### src/rtl/gpio_bank.sv
// Memory-mapped GPIO bank: NUM_PORTS ports of PIN_WIDTH pins, each with direction, output latch,
// synchronised input, atomic set/clear and rise/fall edge capture feeding one level interrupt.
module gpio_bank #(
    parameter logic [31:0] BASE_ADDR = 32'd256,
    parameter int          NUM_PORTS = 4,
    parameter int          PIN_WIDTH = 16
) (
    input  logic                           clock,
    input  logic                           reset,
    input  logic [31:0]                    address,
    input  logic [63:0]                    wdata,
    input  logic                           write_en,
    input  logic                           read_en,
    output logic                           sel,
    output logic [63:0]                    rdata,
    output logic                           rdata_valid,
    input  logic [NUM_PORTS*PIN_WIDTH-1:0] gpio_in,
    output logic [NUM_PORTS*PIN_WIDTH-1:0] gpio_out,
    output logic [NUM_PORTS*PIN_WIDTH-1:0] gpio_oe,
    output logic                           irq
);

    localparam logic [31:0] SPAN     = 32'(8 * NUM_PORTS);
    localparam logic [2:0]  OFF_DIR  = 3'd0;
    localparam logic [2:0]  OFF_OUT  = 3'd1;
    localparam logic [2:0]  OFF_IN   = 3'd2;
    localparam logic [2:0]  OFF_SET  = 3'd3;
    localparam logic [2:0]  OFF_CLR  = 3'd4;
    localparam logic [2:0]  OFF_RISE = 3'd5;
    localparam logic [2:0]  OFF_FALL = 3'd6;
    localparam logic [2:0]  OFF_STAT = 3'd7;

    function automatic logic [PIN_WIDTH-1:0] read_mux(
        input logic [2:0]           off,
        input logic [PIN_WIDTH-1:0] dir,
        input logic [PIN_WIDTH-1:0] out,
        input logic [PIN_WIDTH-1:0] pin,
        input logic [PIN_WIDTH-1:0] ren,
        input logic [PIN_WIDTH-1:0] fen,
        input logic [PIN_WIDTH-1:0] stat
    );
        case (off)
            OFF_DIR:  read_mux = dir;
            OFF_OUT:  read_mux = out;
            OFF_IN:   read_mux = pin;
            OFF_RISE: read_mux = ren;
            OFF_FALL: read_mux = fen;
            OFF_STAT: read_mux = stat;
            default:  read_mux = '0;
        endcase
    endfunction

    logic [31:0]                            w_rel;
    logic [28:0]                            w_idx;
    logic [2:0]                             w_off;
    logic                                   w_sel;
    logic [NUM_PORTS-1:0]                   w_hit;
    logic [NUM_PORTS-1:0]                   w_stat_any;
    logic [NUM_PORTS-1:0][PIN_WIDTH-1:0]    w_port_rd;
    logic [PIN_WIDTH-1:0]                   w_rd_word;
    logic [PIN_WIDTH-1:0]                   w_wd;
    logic                                   w_unused;

    // BASE_ADDR is 8-aligned, so the low offset bits of the relative address equal address[2:0]
    assign w_rel    = address - BASE_ADDR;
    assign w_idx    = w_rel[31:3];
    assign w_off    = w_rel[2:0];
    assign w_sel    = (address >= BASE_ADDR) && (w_rel < SPAN);
    assign sel      = w_sel;
    assign w_wd     = wdata[PIN_WIDTH-1:0];
    assign w_unused = ^wdata;

    for (genvar g = 0; g < NUM_PORTS; g++) begin : g_port
        logic [PIN_WIDTH-1:0] r_dir, r_out, r_s1, r_s2, r_prev, r_rise_en, r_fall_en, r_stat;
        logic [PIN_WIDTH-1:0] w_rise, w_fall, w_w1c;
        logic                 w_wr;

        assign w_hit[g] = w_sel && (w_idx == 29'(g));
        assign w_wr     = write_en && w_hit[g];
        assign w_rise   = r_s2 & ~r_prev & r_rise_en;
        assign w_fall   = ~r_s2 & r_prev & r_fall_en;
        assign w_w1c    = (w_wr && (w_off == OFF_STAT)) ? w_wd : '0;

        always_ff @(posedge clock or negedge reset) begin
            if (!reset) begin
                r_dir     <= '0;
                r_out     <= '0;
                r_s1      <= '0;
                r_s2      <= '0;
                r_prev    <= '0;
                r_rise_en <= '0;
                r_fall_en <= '0;
                r_stat    <= '0;
            end else begin
                r_s1   <= gpio_in[g*PIN_WIDTH +: PIN_WIDTH];
                r_s2   <= r_s1;
                r_prev <= r_s2;
                // OR-ing new edges after the clear makes a same-cycle edge win over W1C
                r_stat <= (r_stat & ~w_w1c) | w_rise | w_fall;
                if (w_wr) begin
                    case (w_off)
                        OFF_DIR:  r_dir     <= w_wd;
                        OFF_OUT:  r_out     <= w_wd;
                        OFF_SET:  r_out     <= r_out | w_wd;
                        OFF_CLR:  r_out     <= r_out & ~w_wd;
                        OFF_RISE: r_rise_en <= w_wd;
                        OFF_FALL: r_fall_en <= w_wd;
                        default:  ;
                    endcase
                end
            end
        end

        assign w_port_rd[g]  = w_hit[g] ? read_mux(w_off, r_dir, r_out, r_s2, r_rise_en, r_fall_en, r_stat)
                                        : '0;
        assign w_stat_any[g] = |r_stat;
        assign gpio_out[g*PIN_WIDTH +: PIN_WIDTH] = r_out;
        assign gpio_oe[g*PIN_WIDTH +: PIN_WIDTH]  = r_dir;
    end

    always_comb begin
        w_rd_word = '0;
        for (int p = 0; p < NUM_PORTS; p++) begin
            w_rd_word = w_rd_word | w_port_rd[p];
        end
    end

    logic [63:0] r_rdata;
    logic        r_rdata_valid;
    logic        r_irq;

    always_ff @(posedge clock or negedge reset) begin
        if (!reset) begin
            r_rdata       <= '0;
            r_rdata_valid <= 1'b0;
            r_irq         <= 1'b0;
        end else begin
            r_rdata       <= (read_en && w_sel) ? 64'(w_rd_word) : '0;
            r_rdata_valid <= read_en && w_sel;
            r_irq         <= |w_stat_any;
        end
    end

    assign rdata       = r_rdata;
    assign rdata_valid = r_rdata_valid;
    assign irq         = r_irq;

endmodule

### config.mk
export PLATFORM = sky130hd
export DESIGN_NAME = gpio_bank
export DESIGN_NICKNAME = d
export VERILOG_FILES = /design/src/rtl/gpio_bank.sv
export SDC_FILE = /design/constraint.sdc
export NUM_CORES = 1
export LEC_CHECK = 0
export ABC_CLOCK_PERIOD_IN_PS = 2990
export BUFFER_PORTS_ARGS = -buffer_cell sky130_fd_sc_hd__buf_2
export CORE_ASPECT_RATIO = 1.1
export CORE_MARGIN = 5
export CORE_UTILIZATION = 42
export CTS_BUF_LIST = sky130_fd_sc_hd__clkbuf_4 sky130_fd_sc_hd__clkbuf_8
export CTS_CLUSTER_DIAMETER = 30
export CTS_CLUSTER_SIZE = 30
export DETAILED_ROUTE_END_ITERATION = 12
export GPL_TIMING_DRIVEN = 0
export PLACE_DENSITY = 0.68
export SKIP_CTS_REPAIR_TIMING = 1
export SLEW_MARGIN = 10
export SYNTH_ARGS = -nofsm -noshare
export SYNTH_HDL_FRONTEND = slang
export SYNTH_SLANG_ARGS = --single-unit
### constraint.sdc
create_clock -name clock -period 2.99 [get_ports clock]
set_clock_uncertainty 0.2 [all_clocks]
set_input_delay 0.4485 -clock clock [delete_from_list [all_inputs] [get_ports clock]]
set_output_delay 0.4485 -clock clock [all_outputs]
set_load 0.01 [all_outputs]
==> impl_metrics.tcl, run 1 <==
set metrics [dict create \
    avgRoutedWirePerCell_um 27.35 \
    vias_per_cell 6.036 \
    area_growth_pct 30.35 \
    fmax_ghz 0.3190 \
    cts-root-buf "clkbuf_8" \
    die_w_um 231.2 \
    clk_pin_slew_worst_paths_ns 0.06 \
    numCtsBuffers 117 \
    antenna_found_initial 4 \
    synth_seq_cells 530 \
    remaining_drc_errors 0 \
    drive_above_1_share_pct 36.10 \
    crit_path_max_fanout 10 \
    clock_latency_ns 0.73 \
    portBuffers 244 \
    overflow 0 \
    synthSimpleGateAreaFrac_pct 10.63 \
    cp-start-kind "input port" \
    maxSlewHeadroom_pct 31.65 \
    synth-xor-area-share_pct 0.1107 \
    grt_pass1_wl_mm 123.9 \
    report.final.slew_viol_count 0 \
    cts_tree "yes" \
    yosys-mux-area-fraction_pct 9.564 \
    fill_cells 4564 \
    critPathMaxStageDelay_ns 0.76 \
    cts_num_sinks 530 \
    nets 2537 \
    dp.cells 2839 \
    gp_congestion 0.9404 \
    setup_slack_ns -0.1444 \
    crit_type "input port to flop" \
    crit_path_start "address[1]" \
    yosys_warnings 0 \
    yosysUniqueCellTypes 62 \
    min_path_cells 3 \
    start_util_pct 42.29 \
    hold_viol 0 \
    hp-start "wdata[0]" \
    r2r_cells 3 \
    tightest_slew_ns 1.025 \
    period_share_pct 104.8 \
    cap_violations 0 \
    p_leak_nw 12.92 \
    netlist_instances 1861 \
    synth_fa_ha_area_share_pct 0.1107 \
    synth.most_common_cell "dfrtp_1" \
    wl_mm 86.37 \
    firstDrtPassIters 6 \
    synth-edff-count 0 \
    rrSetupSlack_ns 0.50 \
    critPathCaptureType "flop" \
    async_flop_share_pct 100.0 \
    violations "negative setup slack" \
    reg2reg_to "irq$_DFF_PN0_" \
    setup_viol 3 \
    path_cells "buf_2 > nor3b_2 > clkbuf_1 > buf_1 > a22oi_1 > nand4_1 > o211ai_1 > a21oi_1" \
    hold_path_end "g_port[3].r_out[0]$_DFFE_PN0P_" \
    instances_no_fill 3158 \
    gr-usage-all-layers_pct 28.35 \
    synth_area_leaders "dfrtp_1 59%, mux2_2 9.2%, a22oi_1 5.3%" \
    rsz0062_at_grt "true" \
    yosys-top-cells-count "530 x dfrtp_1, 184 x mux2_2, 160 x a22oi_1" \
    ios 359 \
    peakVddDrop_mv 0.3893 \
    detail-route-antenna-nets 0 \
    hold_path.class "input port to flop" \
    cp_top_family "buffers and inverters" \
    vias 19060 \
    finalCriticalPeriod_ns 3.134 \
    cp_slowest_cell "buf_1" \
    synth-seq-area-share_pct 58.67 \
    grt_max_degree 114 \
    core_um2 53450 \
    die_y_um 253.3 \
    cts.path.max_buffers 3 \
    synth_compound_area_share_pct 16.35 \
    ys.flop_type "dfrtp_1" \
    num_rows 89 \
    crit_required_ns 3.35 \
    place_ws_ns -1.474 \
    synth_top_area_share_pct 58.67 \
    dp_hpwl_mm 62.20 \
    cp_data_arrival_time_ns 3.50 \
    r2r_start "g_port[1].r_stat[11]$_DFF_PN0_" \
    grt_pass1_vias 18440 \
    synthesis.area_um2 22610 \
    syn_area_per_cell_um2 12.15 \
    die-area_um2 58570 \
    drt_iter0_drc 2493 \
    yosysTopAreaCell "dfrtp_1" \
    cp_num_buf_inv 3 \
    status "complete, but fails checks" \
    synth_top_family_by_area "compound AO/OA/AOI/OAI gates" \
    htreeDepth 3 \
    powerDensity_nw_per_um2 584.3 \
]
[report_power, final]
part / internal, mW / switching, mW
clock: 5.19 / 3.63
sequential: 7.31 / 0.100
combinational: 0.348 / 0.641
total: 12.8 / 4.37
[worst max-delay path by stage]
stage / depth (start not counted) / endpoint
after CTS: 10 / rdata[5]$_DFF_PN0_
after floorplan: 11 / g_port[0].r_dir[10]$_DFFE_PN0P_
after global placement: 1 / g_port[0].r_s1[0]$_DFF_PN0_
final: 8 / rdata[14]$_DFF_PN0_
after detailed placement: 10 / rdata[5]$_DFF_PN0_
after global routing: 10 / sel
[cell type report]
type / instances / area (um^2) / area share, %
sequential: 530 / 13260 / 45.01
multi-input combinational: 1191 / 9199 / 31.22
timing repair buffer: 344 / 2252 / 7.643
clock buffer: 156 / 2059 / 6.989
buffer: 183 / 1190 / 4.038
tap: 682 / 853.3 / 2.896
clock inverter: 63 / 606.8 / 2.059
inverter: 4 / 32.53 / 0.1104
antenna: 5 / 12.51 / 0.04246
[worst min-delay path, cell delays in order]
cell and delay, ns:
clkbuf_1 0.18, o22ai_1 0.20, a211oi_1 0.06
[registers in the layout, summed over array words and instances, names as in the netlist]
register	cells
g_port.r_out	64
rdata	16
irq	1
g_port.r_stat	64
g_port.r_dir	64
g_port.r_prev	64
g_port.r_fall_en	64
g_port.r_s2	64
g_port.r_s1	64
g_port.r_rise_en	64
rdata_valid	1
[metrics by stage]
stage / TNS (ns) / hold WS [ns] / instance area [um^2] / util (%) / total power, mW
after global routing: -0.3471 / 0.02239 / 29470 / 55.13 / 17.76
after global placement: -5050.46 / 0.1345 / 25630 / 47.95 / 8.376
after CTS: -14.25 / -0.4056 / 28430 / 53.18 / 17.20
after floorplan: -11.33 / -0.04709 / 23550 / - / 7.920
final: -0.3149 / 0.01999 / 29470 / 55.13 / 17.22
after detailed placement: -210.74 / 0.1347 / 25760 / 48.20 / 8.410
[cells in the final DEF, fill, tap and decap left out, drive strengths merged, types with 20 or more instances in the layout]
cell type    count
nand3b          66
nand4           30
and3            20
a211oi          65
clkbuf         237
nor2            97
o22ai           64
nand3           36
dlygate4sd3     66
o21ai           68
o211ai          80
conb            48
clkinv          30
a22oi          161
buf            380
nor4            28
nand2           91
nand2b          22
mux2           192
dfrtp          530
[kinds of logic after synthesis]
kind of cell	Yosys count
flops	530
fa+ha+maj	2
simple gates	430
buf+inv	187
xor+xnor	2
other cells	1
compound gates	517
mux	192
[routing by layer]
layer / global-route usage, % / vias up / routed length (um)
met5: 0 / - / 0
met4: 14.57 / 0 / 4928
met3: 8.915 / 282 / 9427
met2: 41.34 / 1244 / 37680
met1: 38.29 / 9502 / 34340
li1: - / 8035 / -
(Power assumes the default switching activity.)
==> run 2, diff against run 1 <==
- CORE_MARGIN: 5 -> 1
==> impl_metrics.tcl, run 2 (synthesis gave the netlist of run 1 again) <==
set metrics [dict create \
    p_int_mw 13.33 \
    crit_path_max_fanout 10 \
    firstDrtPassIters 5 \
    multiInputGateArea_um2 9184 \
    clock_latency_ns 0.71 \
    cp_num_buf_inv 4 \
    ios 359 \
    r2r_start "g_port[1].r_stat[11]$_DFF_PN0_" \
    crit_required_ns 3.37 \
    p_sw_share_pct 25.24 \
    report.final.slew_viol_count 0 \
    r2r_cells 3 \
    antenna_found_initial 4 \
    gr-usage-all-layers_pct 30.13 \
    avgRoutedWirePerCell_um 26.41 \
    tns_ns -0.2847 \
    cts.path.max_buffers 3 \
    portBuffers 244 \
    detail-route-antenna-nets 0 \
    setup_viol 6 \
    cap_violations 0 \
    rrSetupSlack_ns 0.52 \
    crit_type "input port to flop" \
    die_w_um 223.2 \
    overflow 0 \
    regArea_um2 13260 \
    cts-root-buf "clkbuf_8" \
    mostFrequentLayoutCells "530 x dfrtp_1, 248 x buf_2, 160 x a22oi_1, 145 x mux2_2, 124 x clkbuf_8" \
    critical_path.most_common_cell "clkbuf_2" \
    remaining_drc_errors 0 \
    status "complete, but fails checks" \
    grt_pass1_vias 18390 \
    p_switching_mw 4.501 \
    cp_top_family "buffers and inverters" \
    drive_above_1_share_pct 35.47 \
    p_leak_nw 12.88 \
    rsz0062_at_grt "true" \
    htreeDepth 3 \
    fill_cells 4471 \
    min_path_cells 3 \
    peakVddDrop_mv 0.3620 \
    hp-start "wdata[15]" \
    p_comb_share_pct 5.5 \
    num_rows 88 \
    cts_tree "yes" \
    hold_path.class "input port to flop" \
    seq_power_share_pct 41.5 \
    fmax_ghz 0.3267 \
    maxSlewHeadroom_pct 19.59 \
    nets 2516 \
    die_y_um 245.3 \
    clk_pin_slew_worst_paths_ns 0.07 \
    powerDensity_nw_per_um2 605.2 \
    setup_slack_ns -0.07112 \
    path_cells "buf_2 > nor2b_1 > nor2b_1 > clkbuf_2 > clkbuf_2 > clkbuf_2 > a22oi_1 > nand4_1 > o211ai_1 > a21oi_1" \
    place_ws_ns -1.486 \
    final_common_cell "dfrtp_1" \
    violations "negative setup slack" \
    wl_mm 82.57 \
    hold_path_end "g_port[0].r_out[15]$_DFFE_PN0P_" \
    cts_num_sinks 530 \
    critPathCaptureType "flop" \
    dp_hpwl_mm 60.32 \
    cp_slowest_cell "clkbuf_2" \
    period_share_pct 102.4 \
    hold_viol 0 \
    reg2reg_to "irq$_DFF_PN0_" \
    gp_congestion 0.9527 \
    cp-start-kind "input port" \
    critPathMaxStageDelay_ns 0.48 \
    grt_max_degree 109 \
    clkPwrFrac_pct 53.0 \
    start_util_pct 42.77 \
    tightest_slew_ns 1.204 \
    grt_pass1_wl_mm 121.3 \
    vias 18780 \
    numCtsBuffers 111 \
    area_growth_pct 30.36 \
    cp_data_arrival_time_ns 3.44 \
    drt_iter0_drc 2103 \
    finalCriticalPeriod_ns 3.061 \
    vias_per_cell 6.006 \
    core_um2 52850 \
    die-area_um2 54760 \
]
## run 2: changes by cell type in the layout (fill, tap and decap cells not counted), sizes merged
cell	change
buf	-16
bufinv	+12
clkbuf	-28
clkinv	-5
clkinvlp	+5
inv	+8
## run 2: worst min-delay path, cell delays in order
cell      delay, ns
clkbuf_1       0.19
o22ai_1        0.21
a211oi_1       0.07
## run 2: worst max-delay path by stage
stage | start | end | slack, ns | cells after the start
2_1_floorplan | address[9] | g_port[0].r_dir[10]$_DFFE_PN0P_ | -0.09 | 11
3_3_place_gp | reset | g_port[0].r_s1[0]$_DFF_PN0_ | -9.26 | 1
3_5_place_dp | address[0] | rdata[3]$_DFF_PN0_ | -1.49 | 10
4_1_cts | address[0] | rdata[11]$_DFF_PN0_ | -0.72 | 10
5_1_grt | address[8] | sel | -0.07 | 9
6_report | address[0] | rdata[2]$_DFF_PN0_ | -0.07 | 10
## run 2: area by class of cell
cell class              count  share of cell area (%)
well taps                 675                   2.866
diodes                      5                 0.04246
clock buffers             127                   5.846
flip-flops and latches    530                   45.00
inverters                   4                  0.1104
multi-input cells        1191                   31.16
clock inverters            83                   3.634
plain buffers             183                   4.021
repair buffers            329                   7.315
## run 2: metal layers
metal  track usage, %  wire length (um)
met5                0                 0
met4            16.61              4416
met3            9.009              8662
met2            44.08             36380
met1            40.04             33120
## run 2: through the flow
stage	power (mW)	std cells	cell area [um^2]	utilization, %	hold slack, ns
floorplan	7.920	1908	23550	-	-0.04709
global placement	8.368	2827	25620	48.48	0.1324
detailed placement	8.407	2833	25780	48.78	0.1347
CTS	17.83	3043	28570	54.06	-0.4759
global route	18.43	3124	29460	55.75	0.04834
finish	17.84	3127	29470	55.76	0.05318
## run 2: power groups by stage
stage	sequential, mW	clock (mW)	combinational [mW]
5_1_grt	7.41	9.97	1.05
2_1_floorplan	7.49	0	0.429
4_1_cts	7.40	9.54	0.882
6_report	7.41	9.45	0.981
3_5_place_dp	7.53	0	0.878
3_3_place_gp	7.53	0	0.839
==> run 3, diff against run 2 <==
- TNS_END_PERCENT: default -> 1
==> impl_metrics.tcl, run 3 (synthesis gave the netlist of run 1 again) <==
set metrics [dict create \
    clock_latency_ns 0.72 \
    avgRoutedWirePerCell_um 26.36 \
    r2r_start "g_port[3].r_stat[10]$_DFF_PN0_" \
    postPlaceCellArea_um2 25150 \
    finalCriticalPeriod_ns 3.124 \
    grt_pass1_vias 18350 \
    regArea_um2 13260 \
    cts_tree "yes" \
    critPathMaxStageDelay_ns 0.33 \
    setup_viol 7 \
    cp-start-kind "input port" \
    start_util_pct 42.77 \
    critical_path.most_common_cell "buf_6" \
    report.final.slew_viol_count 0 \
    portBuffers 244 \
    tns_ns -0.4494 \
    fmax_ghz 0.3201 \
    min_path_cells 3 \
    gr-usage-all-layers_pct 29.77 \
    final_area_um2 28760 \
    detail-route-antenna-nets 0 \
    crit_type "input port to output pin" \
    firstDrtPassIters 6 \
    grt_pass1_wl_mm 120.0 \
    core_um2 52850 \
    status "complete, but fails checks" \
    vias_per_cell 6.031 \
    nets 2514 \
    powerDensity_nw_per_um2 609.8 \
    cp_slowest_cell "nand4_1" \
    cts_num_sinks 530 \
    area_growth_pct 27.20 \
    reg2reg_to "irq$_DFF_PN0_" \
    setup_slack_ns -0.1344 \
    hold_viol 0 \
    hold_path_end "g_port[3].r_out[6]$_DFFE_PN0P_" \
    crit_path_max_fanout 7 \
    cts-root-buf "clkbuf_8" \
    period_share_pct 104.5 \
    wl_mm 82.05 \
    numCtsBuffers 102 \
    peakVddDrop_mv 0.3239 \
    remaining_drc_errors 0 \
    rrSetupSlack_ns 0.75 \
    die-area_um2 54760 \
    rsz0062_at_grt "true" \
    antenna_found_initial 3 \
    fill_cells 4491 \
    hp-start "wdata[6]" \
    grt_max_degree 113 \
    overflow 0 \
    p_leak_nw 12.70 \
    cts.path.max_buffers 3 \
    die_w_um 223.2 \
    ios 359 \
    violations "negative setup slack" \
    crit_required_ns 2.34 \
    r2r_cells 3 \
    path_cells "buf_6 > inv_12 > ha_4 > o21bai_1 > and3_1 > o32ai_2 > nand4_1 > buf_6 > nor3_4 > buf_2" \
    drive_above_1_share_pct 32.61 \
    multiInputGateArea_um2 8661 \
    hold_path.class "input port to flop" \
    cap_violations 0 \
    drt_iter0_drc 2045 \
    mostFrequentLayoutCells "530 x dfrtp_1, 256 x buf_2, 183 x mux2_2, 160 x a22oi_1, 114 x clkbuf_8" \
    fin_util_pct 54.41 \
    clk_pin_slew_worst_paths_ns 0.06 \
    maxSlewHeadroom_pct 15.91 \
    htreeDepth 3 \
    dp_hpwl_mm 60.48 \
    vias 18770 \
    tightest_slew_ns 1.259 \
    cp_data_arrival_time_ns 2.48 \
    final_common_cell "dfrtp_1" \
    num_rows 88 \
    die_y_um 245.3 \
    critPathCaptureType "output pin" \
    gp_congestion 0.9650 \
]
-- run 3: cell count changes in the layout (fill, tap and decap cells not counted), sizes merged --
cell           delta
clkdlybuf4s15     +1
clkinvlp          -7
inv               -7
clkinv            -1
diode             -2
buf               +9
bufinv            +3
clkbuf           -10
-- run 3: where the power goes --
group | switching, mW | internal (mW)
registers | 0.0988 | 7.31
clock network | 3.57 | 5.62
logic | 0.622 | 0.326
-- run 3: worst max-delay path: cells and delay by family --
kind	cells	cell delay (ns)
adder cells (fa/ha/maj)	1	0.15
buffers and inverters	4	0.59
AO/OA/AOI/OAI	2	0.45
AND/OR/NAND/NOR	3	0.82
-- run 3: routing by layer --
layer | track usage (%) | part of all wire, % | wire length [um] | up-vias
li1 | - | - | - | 7972
met1 | 39.52 | 40 | 32590 | 9425
met2 | 44.83 | 45 | 36720 | 1147
met3 | 7.277 | 10 | 8421 | 229
met4 | 16.45 | 5.3 | 4317 | 0
met5 | 0 | 0 | 0 | -
-- run 3: metrics by stage --
| stage | cells | hold WS, ns | setup slack [ns] | power, mW |
|---|---|---|---|---|
| 2_1_floorplan | 1908 | -0.04709 | -0.09364 | 7.887 |
| 3_3_place_gp | 2827 | 0.1331 | -9.297 | 8.334 |
| 3_5_place_dp | 2833 | 0.1355 | -1.452 | 8.374 |
| 4_1_cts | 3024 | -0.5750 | -0.7292 | 17.50 |
| 5_1_grt | 3113 | 0.07227 | -0.1480 | 18.05 |
| 6_report | 3113 | 0.03198 | -0.1344 | 17.54 |
-- run 3: how the worst max path moves through the flow --
stage,start,end,depth (start not counted)
3_3_place_gp,reset,g_port[3].r_s1[6]$_DFF_PN0_,1
4_1_cts,address[0],rdata[3]$_DFF_PN0_,10
6_report,address[9],sel,10
3_5_place_dp,address[0],rdata[3]$_DFF_PN0_,10
2_1_floorplan,address[8],g_port[2].r_out[1]$_DFFE_PN0P_,10
5_1_grt,address[8],sel,9
-- run 3: final cells by class --
| cell class | count | share of cell area, % |
|---|---|---|
| antenna | 3 | 0.02611 |
| buffer | 183 | 3.798 |
| clock buffer | 120 | 5.613 |
| clock inverter | 71 | 3.581 |
| inverter | 4 | 0.1131 |
| multi-input combinational | 1191 | 30.12 |
| sequential | 530 | 46.12 |
| tap | 675 | 2.937 |
| timing repair buffer | 336 | 7.693 |
